==> src/rtl/pipe_reg_chain.sv <==
// Elastic register chain: DEPTH stages of data + valid, with bubble compaction under
// backpressure, a registered occupancy count, and a synchronous flush.
module pipe_reg_chain #(
   parameter int unsigned WIDTH = 8,
   parameter int unsigned DEPTH = 4,
   parameter int unsigned CW    = $clog2(DEPTH + 1)
) (
   input  logic             clk,
   input  logic             rst,
   input  logic             flush,
   input  logic             in_valid,
   output logic             in_ready,
   input  logic [WIDTH-1:0] in_data,
   output logic             out_valid,
   input  logic             out_ready,
   output logic [WIDTH-1:0] out_data,
   output logic [CW-1:0]    occupancy
);

   logic             valid_q [DEPTH];
   logic [WIDTH-1:0] data_q  [DEPTH];
   logic [CW-1:0]    occ_q;
   logic [DEPTH-1:0] can_load;
   logic             in_fire;
   logic             out_fire;

   assign out_fire  = valid_q[DEPTH-1] & out_ready & ~flush;
   assign in_ready  = can_load[0] & ~flush;
   assign in_fire   = in_valid & in_ready;
   assign out_valid = valid_q[DEPTH-1] & ~flush;
   assign out_data  = data_q[DEPTH-1];
   assign occupancy = occ_q;

   // Load permission ripples back from the output: a stage may load if it is empty or if
   // it is valid and its successor may load (i.e. it advances), which fills bubbles.
   always_comb begin
      can_load          = '0;
      can_load[DEPTH-1] = ~valid_q[DEPTH-1] | out_fire;
      for (int i = int'(DEPTH) - 2; i >= 0; i--) begin
         can_load[i] = ~valid_q[i] | can_load[i+1];
      end
   end

   // Stage registers: loading stages take the upstream word and its valid qualifier.
   always_ff @(posedge clk or posedge rst) begin
      if (rst) begin
         for (int i = 0; i < int'(DEPTH); i++) begin
            valid_q[i] <= 1'b0;
            data_q[i]  <= '0;
         end
      end else if (flush) begin
         for (int i = 0; i < int'(DEPTH); i++) begin
            valid_q[i] <= 1'b0;
            data_q[i]  <= '0;
         end
      end else begin
         if (can_load[0]) begin
            valid_q[0] <= in_valid;
            data_q[0]  <= in_data;
         end
         for (int i = 1; i < int'(DEPTH); i++) begin
            if (can_load[i]) begin
               valid_q[i] <= valid_q[i-1];
               data_q[i]  <= data_q[i-1];
            end
         end
      end
   end

   // Occupancy counter: tracks accepted-but-not-delivered words.
   always_ff @(posedge clk or posedge rst) begin
      if (rst) begin
         occ_q <= '0;
      end else if (flush) begin
         occ_q <= '0;
      end else if (in_fire && !out_fire) begin
         occ_q <= occ_q + CW'(1);
      end else if (out_fire && !in_fire) begin
         occ_q <= occ_q - CW'(1);
      end
   end

endmodule

==> config.mk <==
export PLATFORM = sky130hd
export DESIGN_NAME = pipe_reg_chain
export DESIGN_NICKNAME = d
export VERILOG_FILES = /design/src/rtl/pipe_reg_chain.sv
export SDC_FILE = /design/constraint.sdc
export NUM_CORES = 1
export LEC_CHECK = 0
export BUFFER_PORTS_ARGS = -buffer_cell sky130_fd_sc_hd__buf_2
export CAP_MARGIN = 20
export CORE_MARGIN = 1.5
export CORE_UTILIZATION = 50
export DETAILED_ROUTE_END_ITERATION = 12
export GPL_TIMING_DRIVEN = 1
export PLACE_DENSITY = 0.8
export SETUP_SLACK_MARGIN = 0.05
export SLEW_MARGIN = 5
export SYNTH_ARGS = -nofsm -noshare
export SYNTH_HDL_FRONTEND = slang
export SYNTH_SLANG_ARGS = --single-unit
==> constraint.sdc <==
create_clock -name clk -period 1.8 [get_ports clk]
set_input_delay 0.36 -clock clk [delete_from_list [all_inputs] [get_ports clk]]
set_output_delay 0.36 -clock clk [all_outputs]
set_load 0.005 [all_outputs]
; Word level (Yosys, flattened, before mapping)
; Cells that the tools add are included.
[totals]
register_bits = 39
inputBits = 13
elab_cells = 47
[op_classes]
n_addsub = 2
mux = 13
n_bitwise = 14
n_reduce_logical = 9
[op_table]
columns = cell, n
row1 = 2-to-1 mux 32 bit, 1
row2 = 2-to-1 mux 8 bit, 4
row3 = 2-to-1 mux 3 bit, 3
row4 = nonzero test 2 bit, 4
row5 = AND 1 bit, 5
row6 = inverter 1 bit, 5
row7 = 2-to-1 mux 1 bit, 4
row8 = 2-to-1 mux 4 bit, 1
row9 = OR 1 bit, 4
row10 = adder 3 x 1 -> 3 bit (second input constant), 1
row11 = nonzero test 3 bit, 1
row12 = subtractor 3 x 1 -> 3 bit (second input constant), 1
row13 = logical AND 1 bit, 2
row14 = zero test 1 bit, 2

; Longest topological paths before layout
[depth]
ltp_word = 13
ltp_mapped = 9
mapped_depth_nobuf = 7

; Least setup slack after synthesis
; No wires, ideal clock.
[synth_path]
path_type = in2reg
start = in flush
end = reg occ_q[2], in the netlist occupancy[2]
setup_ns = 0.077
t_arrival_ns = 1.737
slack_ns = -0.014
path_stages = 9
n_path_buf = 2
path_cell_list = buf_4 -> inv_1 -> clkbuf_1 -> and4_1 -> fa_1 -> inv_1 -> o2111ai_1 -> a21o_1 -> a21oi_1
[synth_between]
elab_chain_len = 11
word_cells_on_any_way = 15
[synth_rtl]
columns = element, line_no
row1 = start: declaration, 10  ; input logic flush,
row2 = inverter 1 bit, "27, 28"
row3 = AND 1 bit, 27  ; assign out_fire = valid_q[DEPTH-1] & out_ready & ~flush;
row4 = OR 1 bit, 38  ; can_load[DEPTH-1] = ~valid_q[DEPTH-1] | out_fire;
row5 = OR 1 bit (3 in a row), 40  ; can_load[i] = ~valid_q[i] | can_load[i+1];
row6 = AND 1 bit, 28  ; assign in_ready = can_load[0] & ~flush;
row7 = AND 1 bit, 29  ; assign in_fire = in_valid & in_ready;
row8 = logical AND 1 bit / zero test 1 bit (equally long branches), "76, 78"
row9 = 2-to-1 mux 3 bit / logical AND 1 bit (equally long branches), "76, 78"
row10 = 2-to-1 mux 3 bit / nonzero test 3 bit (equally long branches), n/a
row11 = end signal: assignment, 77  ; occ_q <= occ_q + CW'(1);
row12 = end signal: assignment, 79  ; occ_q <= occ_q - CW'(1);
row13 = end: declaration, 22  ; logic [CW-1:0] occ_q;
; Several ways; a longest one is shown, not always the timed one.
; A chain may end at the register's enable or synchronous reset.

; Final worst setup path
[layout_path]
start = reg valid_q[0] in the netlist's numbering
end = reg occ_q[2], in the netlist occupancy[2]
[layout_between]
elab_chain_len = 11
word_cells_on_any_way = 16
[layout_rtl]
columns = element, line_no
row1 = start: declaration, 20  ; logic valid_q [DEPTH];
row2 = start signal: indexed assignment, 63  ; valid_q[i] <= valid_q[i-1];
row3 = AND 1 bit (2 in a row), 27
row4 = OR 1 bit, 38
row5 = OR 1 bit (3 in a row), 40
row6 = AND 1 bit, 28
row7 = AND 1 bit, 29
row8 = logical AND 1 bit / zero test 1 bit (equally long branches), "76, 78"
row9 = 2-to-1 mux 3 bit / logical AND 1 bit (equally long branches), "76, 78"
row10 = 2-to-1 mux 3 bit / nonzero test 3 bit (equally long branches), n/a
; Several ways; a longest one is shown, not always the timed one.

==> impl_metrics.env <==
export IMPL_status="completed"
export IMPL_avgViaCountPerCell=4.91
export IMPL_fp_dieW_um=62.3
export IMPL_port_buffers=25
export IMPL_cts_root_buf="clkbuf_4"
export IMPL_synthAdderAreaFrac_pct=1.14
export IMPL_yosys_register_bits=39
export IMPL_synth_top_area_cell="dfrtp_1"
export IMPL_synth_xor_xnor_area_share_pct=0.498
export IMPL_grt_usage_pct=15.9
export IMPL_cts_buffers=5
export IMPL_post_place_ws_ns=0.0784
export IMPL_layout_drive_gt1_share_pct=26.7
export IMPL_max_freq_ghz=0.605
export IMPL_io_pin_count=26
export IMPL_final_max_slew_violation_count=0
export IMPL_final_util_pct=58.4
export IMPL_p_leak_nw=0.936
export IMPL_synthTopCellsByArea="dfrtp_1 55%, mux2i_1 9.1%, nand2_1 7.5%"
export IMPL_endpoint_kind="flop"
export IMPL_path_clk_slew_ns=0.11
export IMPL_rsz0062_at_grt="false"
export IMPL_ys_top_cells_by_count="39 x dfrtp_1, 35 x nand2_1, 24 x nor2_1, 16 x mux2i_1, 12 x buf_4"
export IMPL_maxSlewHeadroom_pct=68.8
export IMPL_crit_family="flip-flops"
export IMPL_finalHoldViolations=0
export IMPL_cpPeakStageDelay_ns=0.43
export IMPL_syn_to_final_growth_pct=11.6
export IMPL_critPathMaxFanout=6
export IMPL_ctsHoldBuffers=0
export IMPL_die_height_um=62.3
export IMPL_worstPathArrival_ns=1.91
export IMPL_grt_first_pass_wirelength_um=4910
export IMPL_synth_edf_count=0
export IMPL_synth_compound_area_share_pct=8.03
export IMPL_synth_distinct_cells=27
export IMPL_critPathSlowestCell="dfrtp_2"
export IMPL_min_period_ns=1.65
export IMPL_synthMostInstantiatedCell="dfrtp_1"
export IMPL_finalSetupTns_ns=0
export IMPL_synthArstFlopShare_pct=100
export IMPL_grtUsageMet2_pct=25.3
export IMPL_p_switching_mw=0.358
export IMPL_setup_ws_ns=0.146
export IMPL_syn_nets=185
export IMPL_max_cap_violations=0
export IMPL_seq_area_frac_synth_pct=55.4
export IMPL_synth_simple_area_share_pct=18.8
export IMPL_drc_errors=0
export IMPL_top_usage_layer="met2"
export IMPL_place_area_sq_mm=0.00189
export IMPL_place_congestion=0.788
export IMPL_wl_per_cell_um=11.3
export IMPL_setup_viol=0
export IMPL_multiInputGateArea_sq_um=669
export IMPL_fin_area_sq_mm=0.00196
export IMPL_cts_sinks=39
export IMPL_synthMuxAreaShare_pct=9.10
export IMPL_drt_wl_total_um=2730
export IMPL_antenna_left=0
export IMPL_grt_use_met3_pct=4.35
export IMPL_vias=1183
export IMPL_start_util_pct=52.3
export IMPL_seqPwrFrac_pct=61.6
export IMPL_worst_hold_slack_ns=0.118
export IMPL_synth_top_family_by_area="simple AND/OR/NAND/NOR gates"
export IMPL_peakVddDrop_mv=0.476
export IMPL_grt_overflow=0
export IMPL_seq_area_sq_um=977
export IMPL_grt_use_met1_pct=21.1
export IMPL_htreeDepth=2
export IMPL_syn_inst=171
export IMPL_worst_pin_slew_ns=0.468
export IMPL_switching_share_pct=23.7
export IMPL_first_iter_violations=60
export IMPL_cp_startpoint="valid_q[0]"
export IMPL_syn_avg_cell_area_sq_um=10.3
export IMPL_core_area_sq_mm=0.00336
export IMPL_crit_path_cell_trace="nand4_2, and4_1, fa_2, inv_1, o2111ai_1, a21o_1, a21oi_2"
export IMPL_powerDensity_mw_per_mm2=770
export IMPL_design_die_area_sq_mm=0.00389
export IMPL_nNetsFinal=209
export IMPL_crit_buf_inv=1
export IMPL_skew_ns=0.00822
export IMPL_rows=21
export IMPL_antenna_found_initial=0
export IMPL_ys_warn_count=0
export IMPL_post_route_period_util_pct=91.9
export IMPL_synthFlopType="dfrtp_1"
export IMPL_dr_pass1_iters=4
export IMPL_hp_class="input pin to async pin"
export IMPL_clk_insertion_delay_late_ns=0.32
export IMPL_dpl_hpwl_um=1890
export IMPL_synth_area_sq_mm=0.00176
export IMPL_critical_path_class="flop to flop"
export IMPL_cp_required_ns=2.06
export IMPL_antennaDiodeCount=0
export IMPL_r2r_start="valid_q[0]"
export IMPL_startpoint_type="flop"
export IMPL_grt_pass1_vias=1097
export IMPL_p_comb_share_pct=9.4
export IMPL_grt_max_degree=40
export IMPL_clkPwrFrac_pct=29.0
export IMPL_clk_path_buf_depth=2
export IMPL_cts_tree="yes"
export IMPL_p_int_mw=1.15
export IMPL_fillCellCount=329
export IMPL_synth_top_cell_area_share_pct=55.4
[worst register-to-register path, stage by stage (launching register included)]
cell	delay, ns
dfrtp_2	0.43
nand4_2	0.10
and4_1	0.22
fa_2	0.34
inv_1	0.06
o2111ai_1	0.12
a21o_1	0.19
a21oi_2	0.12
[power groups by stage]
| stage | registers (mW) | logic [mW] | clock network [mW] |
|---|---|---|---|
| 2_1_floorplan | 0.945 | 0.0962 | 0 |
| 3_3_place_gp | 0.948 | 0.135 | 0 |
| 3_5_place_dp | 0.949 | 0.140 | 0 |
| 4_1_cts | 0.932 | 0.140 | 0.457 |
| 5_1_grt | 0.938 | 0.163 | 0.505 |
| 6_report | 0.932 | 0.142 | 0.438 |
[registers in the layout (all words and copies together), names as in the netlist]
register and count:
data_q 24, occupancy 3, out_data 8, valid_q 4
[metrics by stage]
stage / total power, mW / std cells
2_1_floorplan: 1.04 / 171
3_3_place_gp: 1.08 / 233
3_5_place_dp: 1.09 / 233
4_1_cts: 1.53 / 240
5_1_grt: 1.61 / 241
6_report: 1.51 / 241
[layout by cell type, fill, tap and decap left out, drive strengths merged]
| master | count |
|---|---|
| a21o | 3 |
| a21oi | 1 |
| a31o | 1 |
| a41oi | 1 |
| and2b | 1 |
| and4 | 1 |
| and4bb | 1 |
| buf | 33 |
| clkbuf | 6 |
| clkinv | 1 |
| dfrtp | 39 |
| fa | 1 |
| inv | 5 |
| mux2i | 16 |
| nand2 | 35 |
| nand3 | 1 |
| nand3b | 1 |
| nand4 | 1 |
| nor2 | 25 |
| nor2b | 2 |
| nor3 | 1 |
| nor3b | 1 |
| o2111ai | 1 |
| o21ai | 16 |
| xnor2 | 1 |
[final cells by class]
class / instances / area share [%]
Sequential cell: 39 / 49.7
Timing Repair Buffer: 33 / 9.43
Clock inverter: 1 / 0.255
Clock buffer: 6 / 2.61
Multi-Input combinational cell: 111 / 34.1
Tap cell: 46 / 2.93
Inverter: 5 / 0.955
[per-layer routing]
| layer | part of all wire, % | vias up |
|---|---|---|
| met3 | 3.3 | 4 |
| met5 | 0 | - |
| met2 | 47 | 20 |
| li1 | - | 605 |
| met1 | 48 | 554 |
| met4 | 0.99 | 0 |
[path summary, 6_finish.rpt]
check                               endpoint  slack [ns]  cells after the start
worst max-delay path            occupancy[2]        0.15                      7
worst min-delay path            occupancy[0]        0.12                      3
worst max register to register  occupancy[2]        0.15                      7
worst min register to register   out_data[0]        0.49                      2
max in group asynchronous         valid_q[0]        1.33                      3
min in group clk                  data_q[25]        0.27                      3
[timing repair]
action	CTS	global route
gates resized for setup	0	4
setup buffers	0	1
endpoints found under the setup margin	0	2
[logic make-up (layout without fill, tap and decap cells)]
kind of cell	Yosys count	after routing
compound gates	23	23
xor+xnor	1	1
fa+ha+maj	1	1
buf+inv	21	45
flops	39	39
mux	16	16
simple gates	70	70
Power figures use the tool's default switching activity.
